--- config.mk ---
export PLATFORM = sky130hd
export DESIGN_NAME = pc_predict_unit
export DESIGN_NICKNAME = d
export VERILOG_FILES = /design/src/rtl/rv32i_pkg.sv /design/src/rtl/btb_table.sv /design/src/rtl/pc_predict_unit.sv
export SDC_FILE = /design/constraint.sdc
export NUM_CORES = 2
export LEC_CHECK = 0
export BUFFER_PORTS_ARGS = -buffer_cell sky130_fd_sc_hd__buf_2
export CAP_MARGIN = 20
export CORE_UTILIZATION = 59
export DETAILED_ROUTE_END_ITERATION = 16
export GPL_ROUTABILITY_DRIVEN = 1
export PLACE_DENSITY = 0.87
export SETUP_SLACK_MARGIN = 0.15
export SLEW_MARGIN = 20
export SYNTH_ARGS = -nofsm -noshare
export SYNTH_HDL_FRONTEND = slang
export SYNTH_HIERARCHICAL = 1
export SYNTH_SLANG_ARGS = --single-unit
--- constraint.sdc ---
create_clock -name clk -period 5.9 [get_ports clk]
set_input_delay 0.59 -clock clk [delete_from_list [all_inputs] [get_ports clk]]
set_output_delay 0.59 -clock clk [all_outputs]
set_load 0.01 [all_outputs]
--- src/rtl/rv32i_pkg.sv ---
// Shared RV32I pipeline constants: address width, reset vector and
// direction-counter encodings used by the fetch predictor.
package rv32i_pkg;

    localparam int          XLEN        = 32;
    localparam logic [31:0] RESET_PC    = 32'h0000_0000;
    localparam int          INSTR_BYTES = 4;

    // Encodings for the default 2-bit direction counter.
    localparam int          CTR_BITS_DEF = 2;
    localparam logic [1:0]  CTR_WEAK_NT  = 2'b01;
    localparam logic [1:0]  CTR_WEAK_T   = 2'b10;

    // Width-generic forms of the same encodings.
    function automatic int unsigned ctr_weak_t(input int bits);
        return 32'd1 << (bits - 1);
    endfunction

    function automatic int unsigned ctr_weak_nt(input int bits);
        return (32'd1 << (bits - 1)) - 32'd1;
    endfunction

endpackage

--- src/rtl/btb_table.sv ---
// Direct-mapped branch target buffer: asynchronous lookup port plus a
// clocked resolution port that allocates entries and trains the counters.
module btb_table #(
    parameter int XLEN     = rv32i_pkg::XLEN,
    parameter int DEPTH    = 16,
    parameter int CTR_BITS = 2
) (
    input  logic            clk,
    input  logic            rst,
    input  logic [XLEN-3:0] rd_word,
    output logic            rd_hit,
    output logic            rd_taken,
    output logic [XLEN-1:0] rd_target,
    input  logic            wr_en,
    input  logic [XLEN-3:0] wr_word,
    input  logic            wr_taken,
    input  logic            wr_is_jump,
    input  logic [XLEN-1:0] wr_target
);
    import rv32i_pkg::*;

    localparam int IDX_W = $clog2(DEPTH);
    localparam int TAG_W = XLEN - 2 - IDX_W;
    localparam logic [CTR_BITS-1:0] WEAK_T  = CTR_BITS'(ctr_weak_t(CTR_BITS));
    localparam logic [CTR_BITS-1:0] WEAK_NT = CTR_BITS'(ctr_weak_nt(CTR_BITS));
    localparam logic [CTR_BITS-1:0] CTR_MAX = '1;

    logic [DEPTH-1:0]                valid;
    logic [DEPTH-1:0]                jmp;
    logic [DEPTH-1:0][TAG_W-1:0]     tag;
    logic [DEPTH-1:0][XLEN-1:0]      target;
    logic [DEPTH-1:0][CTR_BITS-1:0]  ctr;

    logic [IDX_W-1:0] ridx, widx;
    logic [TAG_W-1:0] rtag, wtag;
    logic             whit;
    logic [CTR_BITS-1:0] wctr;

    assign ridx = rd_word[IDX_W-1:0];
    assign rtag = rd_word[XLEN-3 -: TAG_W];
    assign widx = wr_word[IDX_W-1:0];
    assign wtag = wr_word[XLEN-3 -: TAG_W];

    assign rd_hit    = valid[ridx] && (tag[ridx] == rtag);
    assign rd_taken  = rd_hit && (jmp[ridx] || ctr[ridx][CTR_BITS-1]);
    assign rd_target = target[ridx];

    assign whit = valid[widx] && (tag[widx] == wtag);
    assign wctr = ctr[widx];

    // Control state: reset clears valids and parks counters weakly not-taken.
    always_ff @(posedge clk) begin
        if (!rst) begin
            valid <= '0;
            for (int i = 0; i < DEPTH; i++) ctr[i] <= WEAK_NT;
        end else if (wr_en) begin
            if (wr_taken && !whit) begin
                valid[widx] <= 1'b1;
                ctr[widx]   <= wr_is_jump ? CTR_MAX : WEAK_T;
            end else if (wr_taken) begin
                ctr[widx] <= (wr_is_jump || wctr == CTR_MAX) ? CTR_MAX : wctr + 1'b1;
            end else if (whit) begin
                ctr[widx] <= wr_is_jump ? CTR_MAX : (wctr == '0) ? wctr : wctr - 1'b1;
            end
        end
    end

    // Payload needs no reset; it is ignored until the entry's valid bit is set.
    always_ff @(posedge clk) begin
        if (rst && wr_en && wr_taken) begin
            target[widx] <= wr_target;
            if (!whit) begin
                tag[widx] <= wtag;
                jmp[widx] <= wr_is_jump;
            end
        end
    end

endmodule

--- src/rtl/pc_predict_unit.sv ---
// IF-stage fetch address generator: BTB-driven prediction, mispredict
// detection against EX resolution, and a running mispredict counter.
module pc_predict_unit #(
    parameter int                  XLEN      = rv32i_pkg::XLEN,
    parameter logic [XLEN-1:0]     RESET_PC  = rv32i_pkg::RESET_PC,
    parameter int                  BTB_DEPTH = 16,
    parameter int                  CTR_BITS  = 2
) (
    input  logic            clk,
    input  logic            rst,
    input  logic            stall,
    output logic [XLEN-1:0] fetch_pc,
    output logic            pred_taken,
    output logic [XLEN-1:0] pred_target,
    input  logic            res_valid,
    input  logic [XLEN-1:0] res_pc,
    input  logic            res_is_jump,
    input  logic            res_taken,
    input  logic [XLEN-1:0] res_target,
    input  logic            res_pred_taken,
    input  logic [XLEN-1:0] res_pred_target,
    output logic            flush,
    output logic [31:0]     mispredict_cnt
);
    import rv32i_pkg::*;

    localparam logic [XLEN-1:0] STEP = XLEN'(INSTR_BYTES);

    logic            btb_hit;
    logic [XLEN-1:0] btb_target;
    logic            mispredict;
    logic [XLEN-1:0] next_pc;

    btb_table #(
        .XLEN     (XLEN),
        .DEPTH    (BTB_DEPTH),
        .CTR_BITS (CTR_BITS)
    ) u_btb (
        .clk        (clk),
        .rst        (rst),
        .rd_word    (fetch_pc[XLEN-1:2]),
        .rd_hit     (btb_hit),
        .rd_taken   (pred_taken),
        .rd_target  (btb_target),
        .wr_en      (res_valid),
        .wr_word    (res_pc[XLEN-1:2]),
        .wr_taken   (res_taken),
        .wr_is_jump (res_is_jump),
        .wr_target  (res_target)
    );

    assign pred_target = btb_hit ? btb_target : fetch_pc + STEP;

    // Target only matters when the branch was actually taken.
    assign mispredict = res_valid &&
                        ((res_taken != res_pred_taken) ||
                         (res_taken && (res_target != res_pred_target)));
    assign flush = rst && mispredict;

    always_comb begin
        next_pc = fetch_pc + STEP;
        if (mispredict)      next_pc = res_taken ? res_target : res_pc + STEP;
        else if (stall)      next_pc = fetch_pc;
        else if (pred_taken) next_pc = pred_target;
    end

    always_ff @(posedge clk) begin
        if (!rst) begin
            fetch_pc       <= RESET_PC;
            mispredict_cnt <= '0;
        end else begin
            fetch_pc <= next_pc;
            if (mispredict) mispredict_cnt <= mispredict_cnt + 32'd1;
        end
    end

endmodule

==> results.toml <==
[status]
status = "complete, no violations"

[yosys]
syn_inst = 2777
ys_seq_area_frac = 0.641
avgSynthCellArea_um2 = 17.2
synthArstFlopShare = 0
ys.flop_type = "edfxtp_1"
synth_edf_count = 944
synthDistinctLibCells = 82
syn_area_mm2 = 0.0477
synth-seq-cells = 1056
ys_warn_count = 6
syn_nets = 2885

[setup_path]
rrSetupSlack_ns = 0.58
timing.critical_path.buf_inv = 5
cp_top_family = "simple AND/OR/NAND/NOR gates"
max_stage_delay_ns = 0.60
required_ns = 5.31
path_depth = 13
cp_slowest_cell = "or4_1"
reg2reg_to = "fetch_pc[9]$_SDFFE_PN0P_"
crit_top_cell = "buf_12"
crit_chain = "buf_12 > buf_12 > mux4_2 > mux4_2 > xnor2_1 > nand4_1 > or4_1 > nor4_4 > buf_12 > buf_6 > nand2_1 > o21ai_0 > buf_2"
reg2reg_depth = 16
worst_setup_path_end_kind = "output port"
crit_type = "flop to output port"
arrival_ns = 5.11
worstSetupEndpoint = "pred_target[9]"
start_kind = "flop"
reg2reg_from = "fetch_pc[2]$_SDFFE_PN0P_"
cp_max_fo = 41
critPathLaunch = "fetch_pc[2]$_SDFFE_PN0P_"

[worst_hold_path]
hold_class = "input port to flop"

[sta]
final.setup.worst_slack_ns = 0.204
worst_clock_skew_ns = 0.0754
period_share = 0.965
rsz0062_at_grt = "no"
slew_violations = 0
hold_viol_final = 0
fin_crit_ns = 5.70
fmax_mhz = 176
worst_pin_slew_ns = 1.18
slew_headroom = 0.205
final-setup-viol-count = 0
finalSetupTns_ns = 0

[route]
vias_per_cell = 7.50
wl_um = 147000
via_count = 31100
detail_route.wl_per_cell_um = 35.6
drc = 0
drt_pass1_iterations = 9
drtIter0Drc = 5222
ant_nets = 0

[clock_tree]
clk_path_buf_depth = 3
cts_max_level = 3
cts_tree = "yes"
clock_latency_ns = 0.72
root_buffer = "clkbuf_16"
cts_hold_buffers = 0
cts_sinks = 1056
clk_pin_slew_worst_paths_ns = 0.07
cts_inserted_buffers = 101

[final_layout]
final_nets = 3106
drive_gt1_frac = 0.301
area_delta_synth_final_pct = 13.1

[placement]
place_ws_ns = 0.502
port_buffers = 200
dpl.hpwl_um = 86700
place.gp.congestion = 0.961

[die]
start_util = 0.600
die_y_um = 286
die_w_um = 286
core_area_mm2 = 0.0795
dieArea_mm2 = 0.0820
rows = 103
pin_count = 201

[pwr]
leakage_nw = 17.2
cellPowerDensity_mw_per_mm2 = 308
total_power_w = 0.0166
ir_drop_mv = 0.304

[global_routing]
grt_pass1_vias = 31000
overflow = 0
antenna_found_initial = 12
grt_usage = 0.360
grt_pass1_wl_um = 210000
grt_max_degree = 128

[job]
maxCapViolCount = 0
## registers in the layout (all words and copies together), names as in the netlist
signal	count
fetch_pc	32
mispredict_cnt	32
u_btb/ctr	32
u_btb/jmp	16
u_btb/tag	416
u_btb/target	512
u_btb/valid	16
## cell usage in the layout (no fill, tap or decap), drive strengths merged, types with 13 or more instances in the layout
cell type and n:
or3 16, a22oi 15, and3 25, nand2 152
mux2i 79, nor3 28, a21oi 76, o221ai 13
mux4 398, buf 300, clkinv 39, nand3 37
o211ai 23, inv 24, a211oi 13, clkbuf 132
nor4 21, nor2 136, edfxtp 944, o21ai 92
nand2b 17, a31oi 25, nand4 36, xor2 75
xnor2 95, dfxtp 112
## cell type report
class | instances | area, um^2
antenna | 6 | 15.0
clock buffer | 131 | 2750
clock inverter | 60 | 699
fill | 4759 | 25500
inverter | 21 | 78.8
multi-input combinational | 1517 | 16500
sequential | 1056 | 30600
tap | 1050 | 1310
timing repair buffer | 301 | 2010
## Yosys cell counts, types with 8 or more instances
library cell  number  share of area
nand3_1           36         0.0038
a211oi_1          13         0.0020
nand2_1          152          0.012
a32oi_1           11         0.0020
and4_1            10         0.0018
a21oi_1           76         0.0080
nand4_1           34         0.0045
nand2b_1          17         0.0022
a31oi_1           25         0.0033
nor3b_1            8         0.0013
buf_2             39         0.0041
xnor2_1           94          0.017
buf_1             25         0.0020
a31o_1             9         0.0017
nor3_1            26         0.0027
nor2b_1           11         0.0014
nor4_1            17         0.0022
a22oi_1           15         0.0024
xor2_1            75          0.014
buf_4              9         0.0014
or3_1             15         0.0020
inv_1             19         0.0015
mux4_2           398           0.19
edfxtp_1         944           0.59
dfxtp_1          112          0.047
o221ai_1          13         0.0024
o21ai_0           86         0.0090
buf_6             10         0.0024
o22ai_1            8         0.0010
nor2_1           135          0.011
o21a_1            10         0.0016
and3_1            24         0.0031
clkbuf_1         100         0.0079
mux2i_1           79          0.017
o211ai_1          23         0.0036
## cell families after synthesis
family / after synthesis / share of synthesized area
flip-flops: 1056 / 0.641
AND/OR/NAND/NOR: 521 / 0.0553
multiplexers: 483 / 0.206
AO/OA/AOI/OAI: 338 / 0.0461
buffers and inverters: 204 / 0.0193
XOR/XNOR: 170 / 0.0314
adder cells (fa/ha/maj): 5 / 0.00131
## where the power goes
part,switching [W],internal (W)
logic,0.000921,0.000642
registers,0.000103,0.00820
clock network,0.00296,0.00378
## metal layers
| layer | track usage | share of wire | vias up |
|---|---|---|---|
| met3 | 0.109 | 0.15 | 684 |
| li1 | - | - | 11800 |
| met1 | 0.455 | 0.32 | 15400 |
| met4 | 0.206 | 0.068 | 10 |
| met5 | 0 | 0.00039 | - |
| met2 | 0.558 | 0.46 | 3126 |
## through the flow
step / util / hold WS (ns) / cells / instance area, um^2
2_1_floorplan: - / 0.432 / 2777 / 47700
3_3_place_gp: 0.633 / 0.452 / 3935 / 50300
3_5_place_dp: 0.633 / 0.463 / 3935 / 50300
4_1_cts: 0.677 / 0.156 / 4132 / 53900
5_1_grt: 0.679 / 0.165 / 4138 / 54000
6_report: 0.679 / 0.176 / 4142 / 54000
## repair_timing
action	4_1_cts	5_1_grt
gates cloned	0	1
buffers inserted	6	1
pin swaps	0	0
resized for setup	3	5
setup endpoints to repair	22	12
## worst min-delay path by stage
stage	slack [ns]	endpoint	cells past startpoint	from
floorplan	0.43	u_btb/ctr[29]$_SDFFE_PN0P_	2	u_btb/ctr[29]$_SDFFE_PN0P_
global placement	0.45	u_btb/valid[6]$_SDFFE_PN0P_	2	u_btb/valid[6]$_SDFFE_PN0P_
global route	0.17	u_btb/tag[283]$_DFFE_PP_	1	res_pc[29]
detailed placement	0.46	u_btb/ctr[13]$_SDFFE_PN0P_	2	u_btb/ctr[13]$_SDFFE_PN0P_
finish	0.18	u_btb/tag[283]$_DFFE_PP_	1	res_pc[29]
CTS	0.16	u_btb/tag[283]$_DFFE_PP_	1	res_pc[29]
Power figures use the tool's default switching activity.
